<file path="src/rtl/mlp_layer_scheduler.sv">
// Layer scheduler: time-multiplexes one neuron_dot_product across every neuron of a
// fully-connected layer, fetching each weight row and collecting results into layer_out.
module mlp_layer_scheduler #(
    parameter int INPUT_WIDTH    = 3,
    parameter int NUM_NEURONS    = 4,
    parameter int DATA_WIDTH     = 16,
    parameter int RELU_EN        = 1,
    parameter int TIMEOUT_CYCLES = 64,
    localparam int AW = (NUM_NEURONS > 1) ? $clog2(NUM_NEURONS) : 1,
    localparam int TW = $clog2(TIMEOUT_CYCLES + 1)
) (
    input  logic                                   clk,
    input  logic                                   rst_n,
    input  logic                                   start,
    input  logic signed [DATA_WIDTH-1:0]           layer_in [INPUT_WIDTH],
    output logic                                   busy,
    output logic                                   done,
    output logic                                   layer_valid,
    output logic                                   err,
    output logic signed [DATA_WIDTH-1:0]           layer_out [NUM_NEURONS],
    output logic                                   w_rd_en,
    output logic [AW-1:0]                          w_addr,
    input  logic [(INPUT_WIDTH+1)*DATA_WIDTH-1:0]  w_rd_data,
    output logic signed [DATA_WIDTH-1:0]           nu_a [INPUT_WIDTH],
    output logic signed [DATA_WIDTH-1:0]           nu_w [INPUT_WIDTH],
    output logic signed [DATA_WIDTH-1:0]           nu_bias,
    output logic                                   nu_valid_in,
    input  logic                                   nu_valid_out,
    input  logic signed [DATA_WIDTH-1:0]           nu_a_out
);

    localparam logic [2:0] IDLE  = 3'd0;
    localparam logic [2:0] FETCH = 3'd1;
    localparam logic [2:0] LOAD  = 3'd2;
    localparam logic [2:0] ISSUE = 3'd3;
    localparam logic [2:0] WAIT  = 3'd4;
    localparam logic [2:0] STORE = 3'd5;
    localparam logic [2:0] DONE  = 3'd6;

    logic [2:0]                   state;
    logic [AW-1:0]                idx;
    logic [TW-1:0]                cnt;
    logic signed [DATA_WIDTH-1:0] res_q;

    // Control strobes are pure decodes of the registered state.
    assign busy        = (state != IDLE);
    assign done        = (state == DONE);
    assign layer_valid = (state == DONE) && !err;
    assign w_rd_en     = (state == FETCH);
    assign nu_valid_in = (state == ISSUE);
    assign w_addr      = idx;

    always_ff @(posedge clk or negedge rst_n) begin
        if (!rst_n) begin
            state   <= IDLE;
            idx     <= '0;
            cnt     <= '0;
            err     <= 1'b0;
            res_q   <= '0;
            nu_bias <= '0;
            for (int unsigned i = 0; i < INPUT_WIDTH; i++) begin
                nu_a[i] <= '0;
                nu_w[i] <= '0;
            end
            for (int unsigned k = 0; k < NUM_NEURONS; k++) begin
                layer_out[k] <= '0;
            end
        end else begin
            case (state)
                IDLE: begin
                    if (start) begin
                        nu_a  <= layer_in;
                        idx   <= '0;
                        err   <= 1'b0;
                        state <= FETCH;
                    end
                end
                FETCH: state <= LOAD;
                LOAD: begin
                    for (int unsigned i = 0; i < INPUT_WIDTH; i++) begin
                        nu_w[i] <= w_rd_data[i*DATA_WIDTH +: DATA_WIDTH];
                    end
                    nu_bias <= w_rd_data[INPUT_WIDTH*DATA_WIDTH +: DATA_WIDTH];
                    state   <= ISSUE;
                end
                ISSUE: begin
                    cnt   <= '0;
                    state <= WAIT;
                end
                WAIT: begin
                    // Result is captured on the strobe so STORE never depends on the
                    // neuron holding its output afterwards.
                    if (nu_valid_out) begin
                        res_q <= nu_a_out;
                        state <= STORE;
                    end else if (cnt == TW'(TIMEOUT_CYCLES)) begin
                        err   <= 1'b1;
                        state <= DONE;
                    end else begin
                        cnt <= cnt + TW'(1);
                    end
                end
                STORE: begin
                    layer_out[idx] <= ((RELU_EN != 0) && (res_q < 0)) ? '0 : res_q;
                    if (idx == AW'(NUM_NEURONS - 1)) begin
                        state <= DONE;
                    end else begin
                        idx   <= idx + AW'(1);
                        state <= FETCH;
                    end
                end
                DONE:    state <= IDLE;
                default: state <= IDLE;
            endcase
        end
    end

endmodule

</file>
<file path="config.mk">
export PLATFORM = sky130hd
export DESIGN_NAME = mlp_layer_scheduler
export DESIGN_NICKNAME = d
export VERILOG_FILES = /design/src/rtl/mlp_layer_scheduler.sv
export SDC_FILE = /design/constraint.sdc
export NUM_CORES = 1
export LEC_CHECK = 0
export CAP_MARGIN = 10
export CORE_UTILIZATION = 50
export CTS_CLUSTER_SIZE = 28
export DETAILED_ROUTE_END_ITERATION = 10
export DONT_BUFFER_PORTS = 1
export PLACE_DENSITY = 0.64
export SLEW_MARGIN = 10
export SYNTH_ARGS = -nofsm -noshare
export SYNTH_HDL_FRONTEND = slang
export SYNTH_SLANG_ARGS = --single-unit
</file>
<file path="constraint.sdc">
create_clock -name clk -period 2.15 [get_ports clk]
set_input_delay 0.645 -clock clk [delete_from_list [all_inputs] [get_ports clk]]
set_output_delay 0.645 -clock clk [all_outputs]
set_load 0.01 [all_outputs]
</file>
## Word-level counts from Yosys, hierarchy flattened

Cells that the tools add are included.

- Add/sub/neg operators: 2
- $lt $le $gt $ge: 3
- Eq/ne operators: 14
- Mux-type cells: 19
- Bitwise operators: 1
- Reduce and logical (&&, ||, !) cells: 14

Operator list:

| kind | count |
|---|---|
| bitwise mux 64 bit | 1 |
| demux 16 bit (select 2 bit) | 1 |
| 2-to-1 mux 16 bit | 2 |
| case mux 3 bit (6 select lines) | 1 |
| < comparator 16 x 1 -> 1 bit, second input constant | 1 |
| 2-to-1 mux 7 bit | 2 |
| case mux 7 bit (2 select lines) | 1 |
| 2-to-1 mux 3 bit | 4 |
| inequality test 2 bit, second input constant | 5 |
| equality test 3 bit, second input constant | 3 |
| adder 7 x 1 -> 7 bit, second input constant | 1 |
| equality test 7 bit, second input constant | 1 |
| equality test 3 x 2 -> 1 bit, second input constant | 2 |
| AND reduction 2 bit | 3 |
| AND reduction 3 bit | 2 |
| nonzero test 2 bit | 3 |
| 2-to-1 mux 2 bit | 2 |
| case mux 2 bit (2 select lines) | 1 |
| AND reduction 4 bit | 1 |
| equality test 3 x 1 -> 1 bit, second input constant | 1 |
| greater-or-equal comparator 3 bit, second input constant | 1 |
| zero test 3 bit | 1 |
| < comparator 3 x 1 -> 1 bit, second input constant | 1 |
| 2-to-1 mux 1 bit | 3 |
| 8 further kinds | 9 |

- Bits in registers: 205
- Bits of input ports: 132
- Output and inout bits: 184
- Logic and storage cells: 69

## Depth between registers and ports, before layout

Gate-level depths: netlist (run 1).

- Word-level depth: 6
- Gate-level depth with buffers: 6
- Mapped depth without buffers: 5

## Worst setup path before layout (run 1)

OpenSTA, ideal clock, no wires.

- Kind: register to output
- Start: reg state[0]
- End: out layer_valid
- Data arrival time: 1.276 ns
- Required time: 1.505 ns
- Path slack: 0.229 ns
- Stages on the path, launching flop included: 4
- Buffers on the path: 1
- Cells stage by stage: dfrtp_1 -> buf_4 -> nor3b_1 -> nor2b_1

- Cells in the longest elaborated chain, start to end: 2

RTL lines:

| element | RTL line | RTL |
|---|---|---|
| start, declared | 40 | `logic [2:0] state;` |
| start signal, assigned | 55 | `state <= IDLE;` |
| start signal, assigned | 75 | `state <= FETCH;` |
| start signal, assigned | 78 | `FETCH: state <= LOAD;` |
| equality test 3 bit | - |  |
| via done | 17 | `output logic done,` |
| logical AND 1 bit | 48 | `assign layer_valid = (state == DONE) && !err;` |
| end, declared | 18 | `output logic layer_valid,` |

The timed path passes the listed nets, and every way through them passes these cells.

## Worst setup path in the final report (run 1)

- Start: reg state[2]
- End: out layer_valid

- Cells in the longest elaborated chain, start to end: 2

RTL lines:

| element | RTL line |
|---|---|
| equality test 3 bit | 48 |
| logical AND 1 bit | 48 |

Every way passes these cells.

==> flow_summary.ini, run 1 <==
[sta]
layout_min_cycle_time_ns = 2.05
finalHoldViolCount = 201
finalCritPeriodShare_pct = 95.4
fin_skew_ns = 0.00532
hold_slack_ns = -0.148
finalSetupViolCount = 0
finalMaxSlewViolations = 0
relSlewSlack_pct = 66.0
worst_pin_slew_ns = 0.508
fmax_ghz = 0.488
rsz0062_at_grt = no

[power_and_ir_drop]
p_leak_nw = 3.82
p_seq_share_pct = 53.4
p_int_w = 0.00935
vdd_drop_max_mv = 0.793
power_w = 0.0141
comb_power_share_pct = 22.0
clkPwrFrac_pct = 24.6
p_per_area_nw_per_um2 = 1610
p_sw_w = 0.00474
switching_share_pct = 33.6

[global_routing]
antenna_found_initial = 0
grt_overflow = 0
grt_pass1_vias = 4740
grt_max_degree = 202
grt_pass1_wl_mm = 25.7
track_usage_pct = 20.5

[synthesis]
syn-instance-count = 578
synth_seq_cells = 201
yosysMostFrequentCell = dfrtp_1
ys_types = 43
synthArstFlopShare_pct = 100
ys_top_cells_by_count = dfrtp_1 (201), mux2_2 (126), nand2_1 (70)
yosysTopAreaCell = dfrtp_1
synth_area_leaders = dfrtp_1 (64%), mux2_2 (18%), o21ai_0 (4.2%)
synth-edff-count = 0
postSynthAreaPerCell_um2 = 13.6
synth_top_area_share_pct = 64.1
yosys_warnings = 0
netlist_area_um2 = 7840
synth-main-ff-cell = dfrtp_1
ys_seq_area_share_pct = 64.1

[placed_design]
place_congestion = 0.799
dp_cells = 771
port_buffers = 0
post_dp_cell_area_um2 = 8040
dp_hpwl_mm = 12.0

[clocking]
clk_latency_ns = 0.48
htree_levels = 1
clock-sinks = 201
clk_pin_slew_worst_paths_ns = 0.06
cts_root_buffer = clkbuf_16
cts_tree = built
cts.path.max_buffers = 3
cts_made_buffers = 21

[worst_setup_path]
r2r-start = state[0]
worstSetupPathType = reg2out
worst_ep_required_time_ns = 1.50
end_kind = output pin
r2r.worst_path.cells = 5
cp-start-kind = flip-flop
cp_max_fo = 8
cp.arrival_ns = 1.41
r2r_setup_slack_ns = 0.34
r2r_end = nu_a[25]

[cells_and_area]
n_fill_cell = 1231
fin_area_um2 = 8760
area_growth_pct = 11.8
drive_above_1_share_pct = 30.6
stdcell_count = 810
multi_input_area_um2 = 2630
fin_nets = 723
regArea_um2 = 5030
n_antenna_cell = 0

[floorplanning]
die_w_um = 127
floorplan.initialDensity_pct = 51.4
ios = 316
dieArea_um2 = 16200
fp.dieH_um = 127
row_count = 45
core-area_um2 = 15300

[route]
viasPerCell = 5.55
vias = 4497
dr.pass1.iters = 6
post-route-drc-count = 0
detail_route.iter0.violations = 193
ant_nets = 0
wl_per_cell_um = 20.9
wl_mm = 16.9

[outcome]
violations = negative hold slack
run_status = finished, violations left

[job]
cap_violations = 0

[min_path]
worstHoldPathType = in2async
-- cell families (layout without fill, tap and decap cells) --
group,count (synthesis),after routing,share of synthesized area [%]
compound gates,79,79,5.43
mux,131,131,18.8
fa+ha+maj,6,6,0.957
buf+inv,39,57,2.95
flops,201,201,64.1
other cells,1,4,0.0478
simple gates,119,119,7.45
xor+xnor,2,2,0.223
-- power by group through the flow --
stage / sequential (W) / clock, W / combinational, W
2_1_floorplan: 0.00705 / 0 / 0.00266
3_3_place_gp: 0.00756 / 0 / 0.00288
3_5_place_dp: 0.00758 / 0 / 0.00306
4_1_cts: 0.00755 / 0.00358 / 0.00310
5_1_grt: 0.00771 / 0.00373 / 0.00344
6_report: 0.00751 / 0.00347 / 0.00310
-- timing repair --
item	in CTS	in global routing
hold endpoints to repair	201	201
setup endpoints to repair	3	2
buffers inserted	1	1
pin swaps	0	1
gates resized for setup	6	4
-- cells in the final DEF (no fill, tap or decap), drive strengths merged, types with 3 or more instances in the layout --
cell type,netlist,routed
and3,3,3
buf,20,13
clkbuf,12,30
clkinv,0,5
conb,1,4
dfrtp,201,201
ha,6,6
inv,7,8
mux2,130,130
nand2,70,70
nand2b,15,15
nor2,13,13
nor3,3,3
nor3b,3,3
o21ai,66,66
-- worst max path at each step --
stage | start | to | slack, ns | cells after the start
detailed placement | state[2] | nu_a[25] | 0.27 | 4
finish | state[2] | layer_valid | 0.1 | 3
CTS | state[1] | w_rd_en | -0.01 | 2
global placement | nu_valid_out | state[0] | 0.29 | 4
floorplan | state[0] | layer_valid | 0.23 | 3
global route | state[2] | layer_valid | 0.006 | 3
-- routing by layer --
layer | GRT usage (%) | vias to the layer above | wire length (µm)
met5 | 0 | - | 0
met4 | 5.18 | 0 | 209
met3 | 7.71 | 15 | 1710
met2 | 35.2 | 221 | 8600
met1 | 24.2 | 2266 | 6410
li1 | - | 1995 | -
-- flip-flops by register name (all words and copies together) (netlist names) --
register,flops
cnt,7
res_q,16
state,3
nu_bias,16
nu_a,48
nu_w,48
err,1
w_addr,2
layer_out,60
-- per-stage QoR --
step	TNS, ns	worst slack, ns	utilization [%]
floorplan	0	0.229	-
global placement	0	0.295	52.7
detailed placement	0	0.266	52.7
CTS	-0.00988	-0.00988	57.3
global route	0	0.00632	57.4
finish	0	0.0989	57.4
-- critical path, cell delays in order, from the launching register on --
cell and delay, ns:
dfrtp_2 0.40, buf_6 0.15, nor3b_4 0.19, nor2b_4 0.19
-- cell type report --
cell class	count	area share (%)
flip-flops and latches	201	57.4
multi-input cells	341	30.0
clock buffers	30	6.95
well taps	211	3.01
repair buffers	13	1.63
clock inverters	7	0.728
inverters	7	0.300
Power figures use the tool's default switching activity.
==> run 2: changes to the inputs <==
SETUP_SLACK_MARGIN = 0.4   (was default)
==> run 2 against run 1 <==
  * The flow still finishes with violations (negative hold slack)
  * Design area is 11% higher
  * Via count is 4.8% higher
  * Clock-buffer cell count is 1 higher
  * Final cell count is 4.4% higher
  * Critical path type unchanged
  * Critical endpoint unchanged
==> flow_summary.ini, run 2 (same netlist as run 1, synthesis figures left out) <==
[floorplanning]
fp.dieH_um = 127
die_w_um = 127
row_count = 45
dieArea_um2 = 16200
floorplan.initialDensity_pct = 51.4
ios = 316
core-area_um2 = 15300

[clocking]
cts.path.max_buffers = 3
cts_tree = built
clock-sinks = 201
clk_latency_ns = 0.48
cts_made_buffers = 20
clk_pin_slew_worst_paths_ns = 0.07
cts_root_buffer = clkbuf_16
htree_levels = 1

[route]
dr.pass1.iters = 4
post-route-drc-count = 0
wl_per_cell_um = 23.6
viasPerCell = 5.57
detail_route.iter0.violations = 208
wl_mm = 20.0
ant_nets = 0
vias = 4715

[placed_design]
place_congestion = 0.806
dp_hpwl_mm = 12.2
port_buffers = 0
dp_cells = 770
post_dp_cell_area_um2 = 8050
place_ws_ns = 0.200

[outcome]
violations = negative hold slack
run_status = finished, violations left

[sta]
rsz0062_at_grt = yes
fmax_ghz = 0.467
hold_slack_ns = -0.141
relSlewSlack_pct = 54.4
finalHoldViolCount = 201
worst_pin_slew_ns = 0.683
tns_ns = 0
finalMaxSlewViolations = 0
fin_ws_ns = 0.00957
layout_min_cycle_time_ns = 2.14
finalCritPeriodShare_pct = 99.6
fin_skew_ns = 0.0141
finalSetupViolCount = 0

[worst_setup_path]
worstSetupPathType = reg2out
critical-path-slowest-cell = dfrtp_2
r2r_end = nu_a[33]
r2r_setup_slack_ns = 0.04
r2r-start = state[1]
cp_max_fo = 2
cp_num_buf_inv = 2
end_kind = output pin
slowest_delay_ns = 0.37
crit_family = simple AND/OR/NAND/NOR gates
worst_ep_required_time_ns = 1.50
r2r.worst_path.cells = 7
cp-start-kind = flip-flop
worstPathCellList = buf_6 > inv_6 > nor3b_4 > nor2b_4
cp.arrival_ns = 1.50

[power_and_ir_drop]
vdd_drop_max_mv = 0.973
p_per_area_nw_per_um2 = 1630
p_leak_nw = 4.34

[global_routing]
grt_pass1_vias = 4900
antenna_found_initial = 1
grt_overflow = 0
grt_pass1_wl_mm = 28.5
track_usage_pct = 23.3
grt_max_degree = 202

[cells_and_area]
top_regs = layer_out: 60 flops, nu_a: 48 flops, nu_w: 48 flops
fin_area_um2 = 9690
final_cell_mix = dfrtp_1 (198), nand2_1 (70), mux2_2 (65), mux2_4 (65), o21ai_0 (64)
area_growth_pct = 23.6
regArea_um2 = 5030
fin_nets = 759
final_common_cell = dfrtp_1
drive_above_1_share_pct = 35.5
multi_input_area_um2 = 2910
stdcell_count = 846
largest_register_ffs = 60
n_fill_cell = 1102
top_register = layer_out

[min_path]
worstHoldPathType = in2async

[job]
cap_violations = 0
-- run 2: worst max path at each step --
stage / depth (start not counted) / start / to / slack, ns
6_report: 4 / state[1] / layer_valid / 0.01
5_1_grt: 4 / state[1] / layer_valid / -0.04
4_1_cts: 4 / state[1] / layer_valid / -0.01
3_5_place_dp: 4 / state[2] / nu_a[4] / 0.20
3_3_place_gp: 4 / state[2] / nu_a[15] / 0.27
2_1_floorplan: 3 / state[0] / layer_valid / 0.43
-- run 2: area by class of cell --
cell class / count / area share [%]
clock buffer: 31 / 6.02
antenna: 1 / 0.0258
timing repair buffer: 50 / 8.24
clock inverter: 4 / 0.749
multi-input combinational: 341 / 30.0
inverter: 7 / 0.323
tap: 211 / 2.72
sequential: 201 / 51.9
-- run 2: power by group --
group	total [W]	switching, W	internal (W)	leakage [nW]
Combinational	0.00478	0.00178	0.00299	1.53
Sequential	0.00760	0.00212	0.00547	2.49
Clock	0.00347	0.00136	0.00210	0.315
-- run 2: metal layers --
metal	routed length (µm)	GRT usage [%]	part of all wire (%)	vias to the layer above
met5	0	0	0	-
met1	7590	27.1	38	2382
met4	303	5.81	1.5	0
met2	10500	42.3	52	230
li1	-	-	-	2076
met3	1590	6.62	8.0	27
-- run 2: metrics by stage --
step,total power (W),util [%]
floorplan,0.00972,-
global placement,0.0105,52.7
detailed placement,0.0107,52.7
CTS,0.0153,61.2
global route,0.0166,63.5
finish,0.0158,63.5
-- run 2: worst register-to-register path, stage by stage (launching register included) --
cell and delay, ns:
dfrtp_2 0.41, buf_4 0.17, or3_4 0.37, nor2_4 0.21, buf_12 0.14, buf_12 0.10, bufbuf_16 0.25, mux2_2 0.34
-- run 2: what timing repair did --
item / in CTS / in global routing
resized for setup: 69 / 42
endpoints found under the setup margin: 136 / 140
buffers inserted: 17 / 10
hold endpoints to repair: 201 / 201
pin swaps: 4 / 7
gates cloned: 9 / 4
